--- src/rtl/sum_accum_pkg.sv ---
// rtl/sum_accum_pkg.sv - shared FSM state type and default sizing for sum_accum
`timescale 1ns/1ps

package sum_accum_pkg;

    localparam int DEF_WIDTH = 8;
    localparam int DEF_COUNT = 4;
    localparam int CNT_W     = 8;

    typedef enum logic [1:0] {
        ST_IDLE  = 2'd0,
        ST_ACCUM = 2'd1,
        ST_DONE  = 2'd2
    } state_t;

endpackage

--- src/rtl/adder_cin_stage.sv ---
// rtl/adder_cin_stage.sv - combinational WIDTH+1-bit adder with carry-in and carry-out
`timescale 1ns/1ps

module adder_cin_stage #(
    parameter int WIDTH = 8
) (
    input  logic [WIDTH-1:0] a,
    input  logic [WIDTH-1:0] b,
    input  logic             cin,
    output logic [WIDTH-1:0] sum,
    output logic             cout
);

    logic [WIDTH:0] full;

    assign full = {1'b0, a} + {1'b0, b} + {{WIDTH{1'b0}}, cin};
    assign sum  = full[WIDTH-1:0];
    assign cout = full[WIDTH];

endmodule

--- src/rtl/sum_accum.sv ---
// rtl/sum_accum.sv - frame accumulator of COUNT operands; SUM_ACCUM_SAT_EN selects saturating adds
`timescale 1ns/1ps

module sum_accum
    import sum_accum_pkg::*;
#(
    parameter int WIDTH = DEF_WIDTH,
    parameter int COUNT = DEF_COUNT
) (
    input  logic             clk,
    input  logic             rst,
    input  logic             in_valid,
    output logic             in_ready,
    input  logic [WIDTH-1:0] in_data,
    input  logic             cin,
    output logic             out_valid,
    input  logic             out_ready,
    output logic [WIDTH-1:0] out_sum,
    output logic             out_carry,
    output logic             busy
);

    localparam logic [CNT_W-1:0] LAST_IDX = CNT_W'(COUNT - 1);

    state_t             state;
    logic [WIDTH-1:0]   acc;
    logic [CNT_W-1:0]   count;
    logic               carry_r;
    logic               in_ready_r;
    logic               out_valid_r;
    logic               busy_r;

    logic               handshake;
    logic [WIDTH-1:0]   add_a;
    logic [WIDTH-1:0]   add_sum;
    logic               add_cout;
    logic [WIDTH-1:0]   add_next;

    assign handshake = in_valid & in_ready_r;

    // The first operand of a frame is added to zero so a stale acc never leaks in.
    assign add_a = (state == ST_IDLE) ? '0 : acc;

    adder_cin_stage #(
        .WIDTH (WIDTH)
    ) u_adder (
        .a    (add_a),
        .b    (in_data),
        .cin  (cin),
        .sum  (add_sum),
        .cout (add_cout)
    );

`ifdef SUM_ACCUM_SAT_EN
    // Once clamped, any further non-zero add carries again, so acc stays all-ones.
    assign add_next = add_cout ? '1 : add_sum;
`else
    assign add_next = add_sum;
`endif

    always_ff @(posedge clk or posedge rst) begin
        if (rst) begin
            state       <= ST_IDLE;
            acc         <= '0;
            count       <= '0;
            carry_r     <= 1'b0;
            in_ready_r  <= 1'b1;
            out_valid_r <= 1'b0;
            busy_r      <= 1'b0;
        end else begin
            unique case (state)
                ST_IDLE: begin
                    if (handshake) begin
                        acc     <= add_next;
                        carry_r <= add_cout;
                        count   <= CNT_W'(1);
                        busy_r  <= 1'b1;
                        if (COUNT == 1) begin
                            state       <= ST_DONE;
                            in_ready_r  <= 1'b0;
                            out_valid_r <= 1'b1;
                        end else begin
                            state <= ST_ACCUM;
                        end
                    end
                end
                ST_ACCUM: begin
                    if (handshake) begin
                        acc     <= add_next;
                        carry_r <= carry_r | add_cout;
                        count   <= count + CNT_W'(1);
                        if (count == LAST_IDX) begin
                            state       <= ST_DONE;
                            in_ready_r  <= 1'b0;
                            out_valid_r <= 1'b1;
                        end
                    end
                end
                ST_DONE: begin
                    if (out_ready) begin
                        state       <= ST_IDLE;
                        in_ready_r  <= 1'b1;
                        out_valid_r <= 1'b0;
                        busy_r      <= 1'b0;
                    end
                end
                default: begin
                    state       <= ST_IDLE;
                    in_ready_r  <= 1'b1;
                    out_valid_r <= 1'b0;
                    busy_r      <= 1'b0;
                end
            endcase
        end
    end

    assign in_ready  = in_ready_r;
    assign out_valid = out_valid_r;
    assign busy      = busy_r;
    assign out_sum   = acc;
    assign out_carry = carry_r;

endmodule

--- config.mk ---
export PLATFORM = sky130hd
export DESIGN_NAME = sum_accum
export DESIGN_NICKNAME = d
export VERILOG_FILES = /design/src/rtl/sum_accum_pkg.sv /design/src/rtl/adder_cin_stage.sv /design/src/rtl/sum_accum.sv
export SDC_FILE = /design/constraint.sdc
export NUM_CORES = 1
export LEC_CHECK = 0
export BUFFER_PORTS_ARGS = -buffer_cell sky130_fd_sc_hd__buf_2
export CAP_MARGIN = 20
export CELL_PAD_IN_SITES_DETAIL_PLACEMENT = 2
export CELL_PAD_IN_SITES_GLOBAL_PLACEMENT = 2
export CORE_ASPECT_RATIO = 1.2
export CORE_MARGIN = 3
export CORE_UTILIZATION = 33
export DETAILED_ROUTE_END_ITERATION = 10
export GPL_ROUTABILITY_DRIVEN = 0
export PLACE_DENSITY_LB_ADDON = 0.15
export SLEW_MARGIN = 10
export SYNTH_ARGS = -nofsm -noshare
export SYNTH_HDL_FRONTEND = slang
export SYNTH_SLANG_ARGS = --single-unit
--- constraint.sdc ---
create_clock -name clk -period 2.8 [get_ports clk]
set_input_delay 0.56 -clock clk [delete_from_list [all_inputs] [get_ports clk]]
set_output_delay 0.56 -clock clk [all_outputs]
set_load 0.05 [all_outputs]
==> results of run 1 <==
[area by class of cell]
class,instances,area [µm²]
clock buffers,4,45.0
inverters,6,22.5
fillers,463,2390
repair buffers,26,135
flip-flops and latches,22,552
multi-input cells,118,820
well taps,54,67.6
[path summary, 6_finish.rpt]
path                       cells after the start  slack, ns      start         end
max                                            7       0.52   state[1]  out_sum[6]
min                                            2       0.48        rst    count[5]
max reg2reg                                    7       0.52   state[1]  out_sum[6]
min reg2reg                                    2       0.48  out_valid   out_valid
max in group asynchronous                      2       1.77        rst    state[0]
min in group clk                               2       0.48  out_valid   out_valid
[per-layer routing]
metal / track usage (%) / routed length [µm] / vias to the layer above
met3: 1.88 / 78 / 4
met2: 33.3 / 2250 / 13
met5: 0 / 0 / -
li1: - / - / 597
met4: 5.60 / 51 / 0
met1: 21.5 / 1660 / 622
[kinds of logic (layout without fill, tap and decap cells)]
kind of cell    after synthesis  in the layout
compound gates               36             36
simple gates                 67             67
xor+xnor                      5              5
fa+ha+maj                    10             10
flops                        22             22
buf+inv                      11             36
[synthesized netlist by cell type]
| master | count |
|---|---|
| dfrtp_1 | 21 |
| nand2_1 | 14 |
| o21ai_0 | 12 |
| nor2b_1 | 9 |
| ha_1 | 8 |
| nand3_1 | 7 |
| nor2_1 | 7 |
| nor3b_1 | 7 |
| inv_1 | 6 |
| o21a_1 | 6 |
| a21oi_1 | 5 |
| nand4_1 | 4 |
| or3_1 | 4 |
| xor2_1 | 4 |
| a211oi_1 | 3 |
| buf_2 | 3 |
| nand3b_1 | 3 |
| nor3_1 | 3 |
| clkbuf_1 | 2 |
| fa_1 | 2 |
| nor4b_1 | 2 |
| o31a_1 | 2 |
| o31ai_1 | 2 |
| a2111o_1 | 1 |
| a21boi_1 | 1 |
| a21o_1 | 1 |
| a221oi_1 | 1 |
| and3b_1 | 1 |
| dfstp_2 | 1 |
| nand2b_1 | 1 |
| nand2b_2 | 1 |
| nand4b_1 | 1 |
| nor4_4 | 1 |
| nor4bb_1 | 1 |
| o21ai_1 | 1 |
| o21bai_1 | 1 |
| or4_4 | 1 |
| xnor2_1 | 1 |
[where the power goes]
part	total [µW]	internal, µW	leakage [µW]	switching [µW]
combinational	1180	406	0.000441	779
sequential	568	445	0.000274	123
clock	208	102	0.0000228	106
total	1960	953	0.000737	1010
[state kept, by name (all words and copies together), names as in the netlist]
register   count
busy           1
count          8
in_ready       1
out_carry      1
out_sum        8
out_valid      1
state          2
[stage by stage]
step | cell area (µm²) | total power [µW]
global placement | 1600 | 1710
detailed placement | 1600 | 1770
global route | 1640 | 2140
CTS | 1640 | 1990
floorplan | 1420 | 1460
finish | 1640 | 1960
[critical path, stage by stage, from the launching register on]
cell and delay [ns]:
dfrtp_1 0.47, nor2_1 0.40, nor2b_1 0.11, ha_1 0.35
nor2b_1 0.16, o31a_1 0.28, or3_1 0.36, nand3_1 0.08
==> impl_metrics.env, run 1 <==
export IMPL_rsz0062_at_grt="false"
export IMPL_final_cells=230
export IMPL_synthCells=151
export IMPL_yosys_top_cells_area="dfrtp_1 37%, ha_1 7.1%, o21ai_0 4.2%, nor2b_1 4.0%, nand2_1 3.7%"
export IMPL_final_core_util_pct=40.7
export IMPL_cp_required_ns=3.00
export IMPL_slew_violations=0
export IMPL_dp_cells=226
export IMPL_grt_overflow=0
export IMPL_ys_ff_latch=22
export IMPL_drtIter0Drc=46
export IMPL_p_leak_uw=0.000737
export IMPL_io_pins=25
export IMPL_dp_hpwl_um=3160
export IMPL_cts_tree="yes"
export IMPL_fin_nets=200
export IMPL_holdBufCountCts=0
export IMPL_vdd_drop_max_v=0.000421
export IMPL_netlist_area_leader_share_pct=37.1
export IMPL_synth_top_family_by_area="simple AND/OR/NAND/NOR gates"
export IMPL_cts_resized=0
export IMPL_start_kind="register"
export IMPL_area_growth_syn_to_layout_pct=15.9
export IMPL_grt_pass1_wl_um=7210
export IMPL_wl_per_cell_um=17.6
export IMPL_dr_pass1_iters=3
export IMPL_drv_cap=0
export IMPL_syn_avg_cell_area_um2=9.38
export IMPL_post_cts_buffers=0
export IMPL_port_buffers=24
export IMPL_powerDensity_nw_per_um2=1190
export IMPL_synth_fa_ha_area_share_pct=9.89
export IMPL_drive_gt1_share_pct=18.8
export IMPL_ys_seq_area_share_pct=39.0
export IMPL_critical_path_max_fanout=10
export IMPL_cts_num_sinks=22
export IMPL_vias_per_cell=5.37
export IMPL_htreeDepth=1
export IMPL_synth_xor_area_share_pct=3.09
export IMPL_hp_class="input port to asynchronous set/reset pin"
export IMPL_routed_wl_um=4040
export IMPL_cts_clk_slew_worst_paths_ns=0.08
export IMPL_synth_mux_area_share_pct=0
export IMPL_setup_tns_ns=0
export IMPL_synth_nets=174
export IMPL_ctsLongestPathBuffers=2
export IMPL_start_util_pct=35.1
export IMPL_fmax_ghz=0.438
export IMPL_coreArea_um2=4040
export IMPL_final_hold_violation_count=0
export IMPL_dieWidth_um=65.8
export IMPL_ys_warn_count=0
export IMPL_grt_pass1_vias=1428
export IMPL_tightest_slew_ns=0.904
export IMPL_fin_ws_ns=0.516
export IMPL_period_share_pct=81.6
export IMPL_final_cell_mix="24 x buf_2, 21 x dfrtp_1, 14 x nand2_1"
export IMPL_final_common_cell="buf_2"
export IMPL_die_h_um=77.8
export IMPL_yosys_area_top_type="dfrtp_1"
export IMPL_place_ws_ns=0.463
export IMPL_synthDistinctLibCells=38
export IMPL_path_class="register to register"
export IMPL_cts_root_buf="clkbuf_8"
export IMPL_rows=25
export IMPL_synth_area_um2=1420
export IMPL_cp_end_kind="register"
export IMPL_grt_max_degree=23
export IMPL_die_area_um2=5120
export IMPL_hold_ws_ns=0.480
export IMPL_antenna_found_initial=0
export IMPL_ant_nets=0
export IMPL_drc_errors=0
export IMPL_setup_viol=0
export IMPL_skew_ns=0.00455
export IMPL_vias=1236
export IMPL_status="finished, final reports clean"
export IMPL_clk_latency_ns=0.26
export IMPL_min_period_ns=2.28
export IMPL_synth_compound_area_share_pct=16.4
export IMPL_diodes=0
export IMPL_critPathArrivalTime_ns=2.49
export IMPL_track_usage_pct=18.1
export IMPL_maxSlewHeadroom_pct=39.7
export IMPL_cts_made_buffers=3
export IMPL_yosys_area_share_simple_pct=28.4
(Power assumes the default switching activity.)
==> run 2, diff against run 1 <==
CORE_UTILIZATION = 30   (was 33)
clock period = 1.9 ns   (was 2.8 ns; I/O delays follow)
==> impl_metrics.env, run 2 (synthesis results as in run 1) <==
export IMPL_status="complete, but fails checks"
export IMPL_failed_checks="setup timing"
export IMPL_drive_gt1_share_pct=32.3
export IMPL_cts_num_sinks=22
export IMPL_vias_per_cell=5.28
export IMPL_fillers=485
export IMPL_coreArea_um2=4390
export IMPL_fin_nets=216
export IMPL_grt_max_degree=23
export IMPL_final_cells=248
export IMPL_cts_clk_slew_worst_paths_ns=0.09
export IMPL_skew_ns=0.00842
export IMPL_dp_cells=242
export IMPL_maxSlewHeadroom_pct=64.0
export IMPL_rows=26
export IMPL_drc_errors=0
export IMPL_track_usage_pct=17.3
export IMPL_area_growth_syn_to_layout_pct=27.8
export IMPL_cts_made_buffers=3
export IMPL_cp_end_kind="register"
export IMPL_fin_ws_ns=-0.0783
export IMPL_port_buffers=24
export IMPL_ant_nets=0
export IMPL_rsz0062_at_grt="true"
export IMPL_start_util_pct=32.3
export IMPL_p_leak_uw=0.000815
export IMPL_dr_pass1_iters=4
export IMPL_period_share_pct=104
export IMPL_routed_wl_um=4270
export IMPL_fmax_ghz=0.505
export IMPL_place_area_um2=1730
export IMPL_cts_root_buf="clkbuf_8"
export IMPL_slew_violations=0
export IMPL_vias=1309
export IMPL_ctsLongestPathBuffers=2
export IMPL_start_kind="register"
export IMPL_r2r_setup_slack_ns=-0.08
export IMPL_dp_hpwl_um=3250
export IMPL_drtIter0Drc=26
export IMPL_critPathArrivalTime_ns=2.18
export IMPL_drv_cap=0
export IMPL_htreeDepth=1
export IMPL_antenna_found_initial=0
export IMPL_setup_viol=5
export IMPL_grt_pass1_wl_um=7290
export IMPL_use_met2_pct=32.8
export IMPL_r2r_start="state[0]"
export IMPL_critical_path_max_fanout=4
export IMPL_diodes=0
export IMPL_io_pins=25
export IMPL_clk_latency_ns=0.27
export IMPL_path_class="register to register"
export IMPL_cp_required_ns=2.10
export IMPL_reg2reg_to="out_sum[6]"
export IMPL_gr_max_usage_layer="met2"
export IMPL_hp_class="input port to asynchronous set/reset pin"
export IMPL_die_h_um=81.3
export IMPL_cts_tree="yes"
export IMPL_vdd_drop_max_v=0.000571
export IMPL_r2r_cells=7
export IMPL_use_met3_pct=2.07
export IMPL_final_cell_mix="24 x buf_2, 18 x buf_4, 16 x dfrtp_1"
export IMPL_wl_per_cell_um=17.2
export IMPL_final_common_cell="buf_2"
export IMPL_final_hold_violation_count=0
export IMPL_tightest_slew_ns=0.539
export IMPL_dieWidth_um=68.7
export IMPL_use_met1_pct=20.3
export IMPL_powerDensity_nw_per_um2=1770
export IMPL_final_area_um2=1810
export IMPL_grt_overflow=0
export IMPL_die_area_um2=5590
export IMPL_grt_pass1_vias=1476
export IMPL_min_period_ns=1.98
run 2: worst max-delay path by stage:
stage                 endpoint  slack, ns       start  cells after the start
floorplan           out_sum[4]      -0.02  out_sum[0]                      7
global placement    out_sum[6]      -0.04    state[1]                      7
detailed placement  out_sum[6]       -0.1    state[1]                      7
CTS                 out_sum[6]      -0.09    state[0]                      7
global route        out_sum[6]      -0.20    state[0]                      7
finish              out_sum[6]      -0.08    state[0]                      7
run 2: layout make-up:
cell class	count	area, µm²	area share, %
Tap cell	56	70.1	3.87
Clock buffer	4	55.1	3.04
Timing Repair Buffer	42	255	14.1
Inverter	6	22.5	1.24
Sequential cell	22	558	30.8
Multi-Input combinational cell	118	850	46.9
run 2: repair_timing:
item                                    4_1_cts  5_1_grt
setup buffers                                 1        1
endpoints found under the setup margin        6        6
pin swaps                                     3        0
hold buffers                                  0        0
resized for setup                             4        1
run 2: metrics by stage:
step	setup slack, ns	total power, µW	hold WS, ns	util [%]	TNS, ns
after floorplan	-0.0224	2190	0.368	-	-0.0287
after global placement	-0.0370	2730	0.442	39.3	-0.0981
after detailed placement	-0.0987	2820	0.455	39.3	-0.355
after CTS	-0.0942	3230	0.151	40.9	-0.279
after global routing	-0.197	3500	0.166	41.2	-0.945
final	-0.0783	3210	0.144	41.2	-0.185
run 2: routing by layer:
layer	share of wire, %	vias to the layer above	wire (µm)
met5	0	-	0
met4	0.89	0	38
met2	56	12	2390
li1	-	626	-
met1	41	667	1770
met3	1.7	4	74
run 2: power breakdown:
part           internal (µW)  switching, µW
Combinational            784           1220
Sequential               665            181
Clock                    185            174
Total                   1630           1580
run 2: worst max-delay path, cell delays in order, from the launching register on:
cell	delay, ns
dfrtp_2	0.46
nor2_4	0.18
nor2b_1	0.07
ha_1	0.31
nor2b_1	0.15
o31a_1	0.28
or3_1	0.36
nand3_1	0.09
==> run 3, diff against run 2 <==
BUFFER_PORTS_ARGS = unset   (was -buffer_cell sky130_fd_sc_hd__buf_2)
CORE_UTILIZATION = 33   (was 30)
DONT_BUFFER_PORTS = 1   (was unset)
==> impl_metrics.env, run 3 (synthesis results as in run 1) <==
export IMPL_pwr_share_comb_pct=62.5
export IMPL_clockPowerShare_pct=9.6
export IMPL_area_growth_syn_to_layout_pct=26.1
export IMPL_io_pins=25
export IMPL_fmax_ghz=0.513
export IMPL_die_h_um=77.8
export IMPL_skew_ns=0.00212
export IMPL_switchingPower_uw=1610
export IMPL_path_class="register to register"
export IMPL_slowest_stage="dfrtp_2"
export IMPL_critPathArrivalTime_ns=2.16
export IMPL_fin_ws_ns=-0.0500
export IMPL_grt_pass1_vias=1473
export IMPL_coreArea_um2=4040
export IMPL_reg2reg_to="out_sum[6]"
export IMPL_cp_required_ns=2.11
export IMPL_place_area_um2=1670
export IMPL_grt_overflow=0
export IMPL_setup_tns_ns=-0.101
export IMPL_powerDensity_nw_per_um2=1850
export IMPL_ctsLongestPathBuffers=2
export IMPL_track_usage_pct=17.9
export IMPL_r2r_setup_slack_ns=-0.05
export IMPL_routed_wl_um=4150
export IMPL_start_kind="register"
export IMPL_critPathMaxStageDelay_ns=0.46
export IMPL_cts_tree="yes"
export IMPL_cts_made_buffers=3
export IMPL_status="complete, but fails checks"
export IMPL_rsz0062_at_grt="true"
export IMPL_htreeDepth=1
export IMPL_grt_max_degree=24
export IMPL_critPathBufInv=0
export IMPL_antenna_found_initial=0
export IMPL_share_seq_of_total_power_pct=27.9
export IMPL_final_area_um2=1790
export IMPL_final_hold_violation_count=0
export IMPL_start_util_pct=35.1
export IMPL_r2r_start="state[1]"
export IMPL_fin_nets=201
export IMPL_r2r_cells=7
export IMPL_crit_top_cell="fa_2"
export IMPL_drive_gt1_share_pct=29.4
export IMPL_final_common_cell="buf_4"
export IMPL_hp_class="input port to asynchronous set/reset pin"
export IMPL_holdBufCountCts=0
export IMPL_crit_chain="o21ai_2, fa_2, fa_2, nor2b_4, o31a_1, or3_1, nand3_1"
export IMPL_slew_violations=0
export IMPL_cp_top_family="simple AND/OR/NAND/NOR gates"
export IMPL_die_area_um2=5120
export IMPL_clk_latency_ns=0.26
export IMPL_wl_per_cell_um=18.0
export IMPL_cts_num_sinks=22
export IMPL_dp_hpwl_um=3180
export IMPL_dr_pass1_iters=2
export IMPL_min_period_ns=1.95
export IMPL_vias=1257
export IMPL_setup_viol=4
export IMPL_cp_end_kind="register"
export IMPL_ant_nets=0
export IMPL_cts_clk_slew_worst_paths_ns=0.09
export IMPL_port_buffers=0
export IMPL_drtIter0Drc=41
export IMPL_final_cell_mix="26 x buf_4, 16 x dfrtp_1, 14 x nand2_1"
export IMPL_cts_root_buf="clkbuf_8"
export IMPL_total_power_uw=3310
export IMPL_final_core_util_pct=44.3
export IMPL_drc_errors=0
export IMPL_drv_cap=0
export IMPL_dieWidth_um=65.8
export IMPL_diodes=0
export IMPL_swShare_pct=48.5
export IMPL_failed_checks="setup timing"
export IMPL_p_leak_uw=0.000766
export IMPL_critical_path_max_fanout=4
export IMPL_p_int_uw=1700
export IMPL_grt_pass1_wl_um=7230
export IMPL_tightest_slew_ns=0.470
export IMPL_maxSlewHeadroom_pct=68.7
export IMPL_vias_per_cell=5.44
export IMPL_vdd_drop_max_v=0.000814
export IMPL_rows=25
export IMPL_period_share_pct=103
## run 3: changes by cell type in the layout (fill, tap and decap cells not counted), moves of 2 or more
cell,delta
buf_2,-24
buf_4,+8
nor2b_1,-3
ha_1,-2
nor2b_4,+2
## run 3: cell type report
| cell class | count | area [µm²] |
|---|---|---|
| inverter | 6 | 22.5 |
| timing repair buffer | 27 | 206 |
| clock buffer | 4 | 45.0 |
| sequential | 22 | 558 |
| fill | 439 | 2250 |
| multi-input combinational | 118 | 887 |
| tap | 54 | 67.6 |
## run 3: per-layer routing
layer  up-vias  wire length (µm)  GRT usage (%)
met5         -                 0              0
met3         2               115           3.47
li1        597                 -              -
met1       644              1690           21.2
met4         0                30           3.94
met2        14              2320           32.6
## run 3: timing repair
| action | in CTS | in global routing |
|---|---|---|
| gates cloned | 0 | 0 |
| hold endpoints to repair | 0 | 0 |
| endpoints found under the setup margin | 6 | 6 |
| pin swaps | 1 | 7 |
| setup buffers | 0 | 4 |
| gates resized for setup | 3 | 11 |
## run 3: worst max path at each step
stage	from	to	depth (start not counted)
5_1_grt	state[1]	out_carry	7
4_1_cts	state[0]	out_sum[6]	7
2_1_floorplan	out_sum[0]	out_sum[4]	7
3_3_place_gp	state[1]	out_carry	7
6_report	state[1]	out_sum[6]	7
3_5_place_dp	state[1]	out_sum[4]	7
## run 3: metrics by stage
step | hold slack, ns | std cells | setup WS [ns]
after floorplan | 0.368 | 151 | -0.0224
final | 0.0397 | 231 | -0.0500
after detailed placement | 0.342 | 224 | -0.105
after CTS | 0.0468 | 228 | -0.0947
after global placement | 0.338 | 224 | -0.00231
after global routing | 0.0605 | 231 | -0.140
## run 3: power by group through the flow
stage | combinational, µW | clock [µW] | sequential, µW
global placement | 1810 | 0 | 915
floorplan | 951 | 0 | 1240
global route | 2300 | 357 | 959
CTS | 1930 | 329 | 930
finish | 2070 | 318 | 923
detailed placement | 1900 | 0 | 935
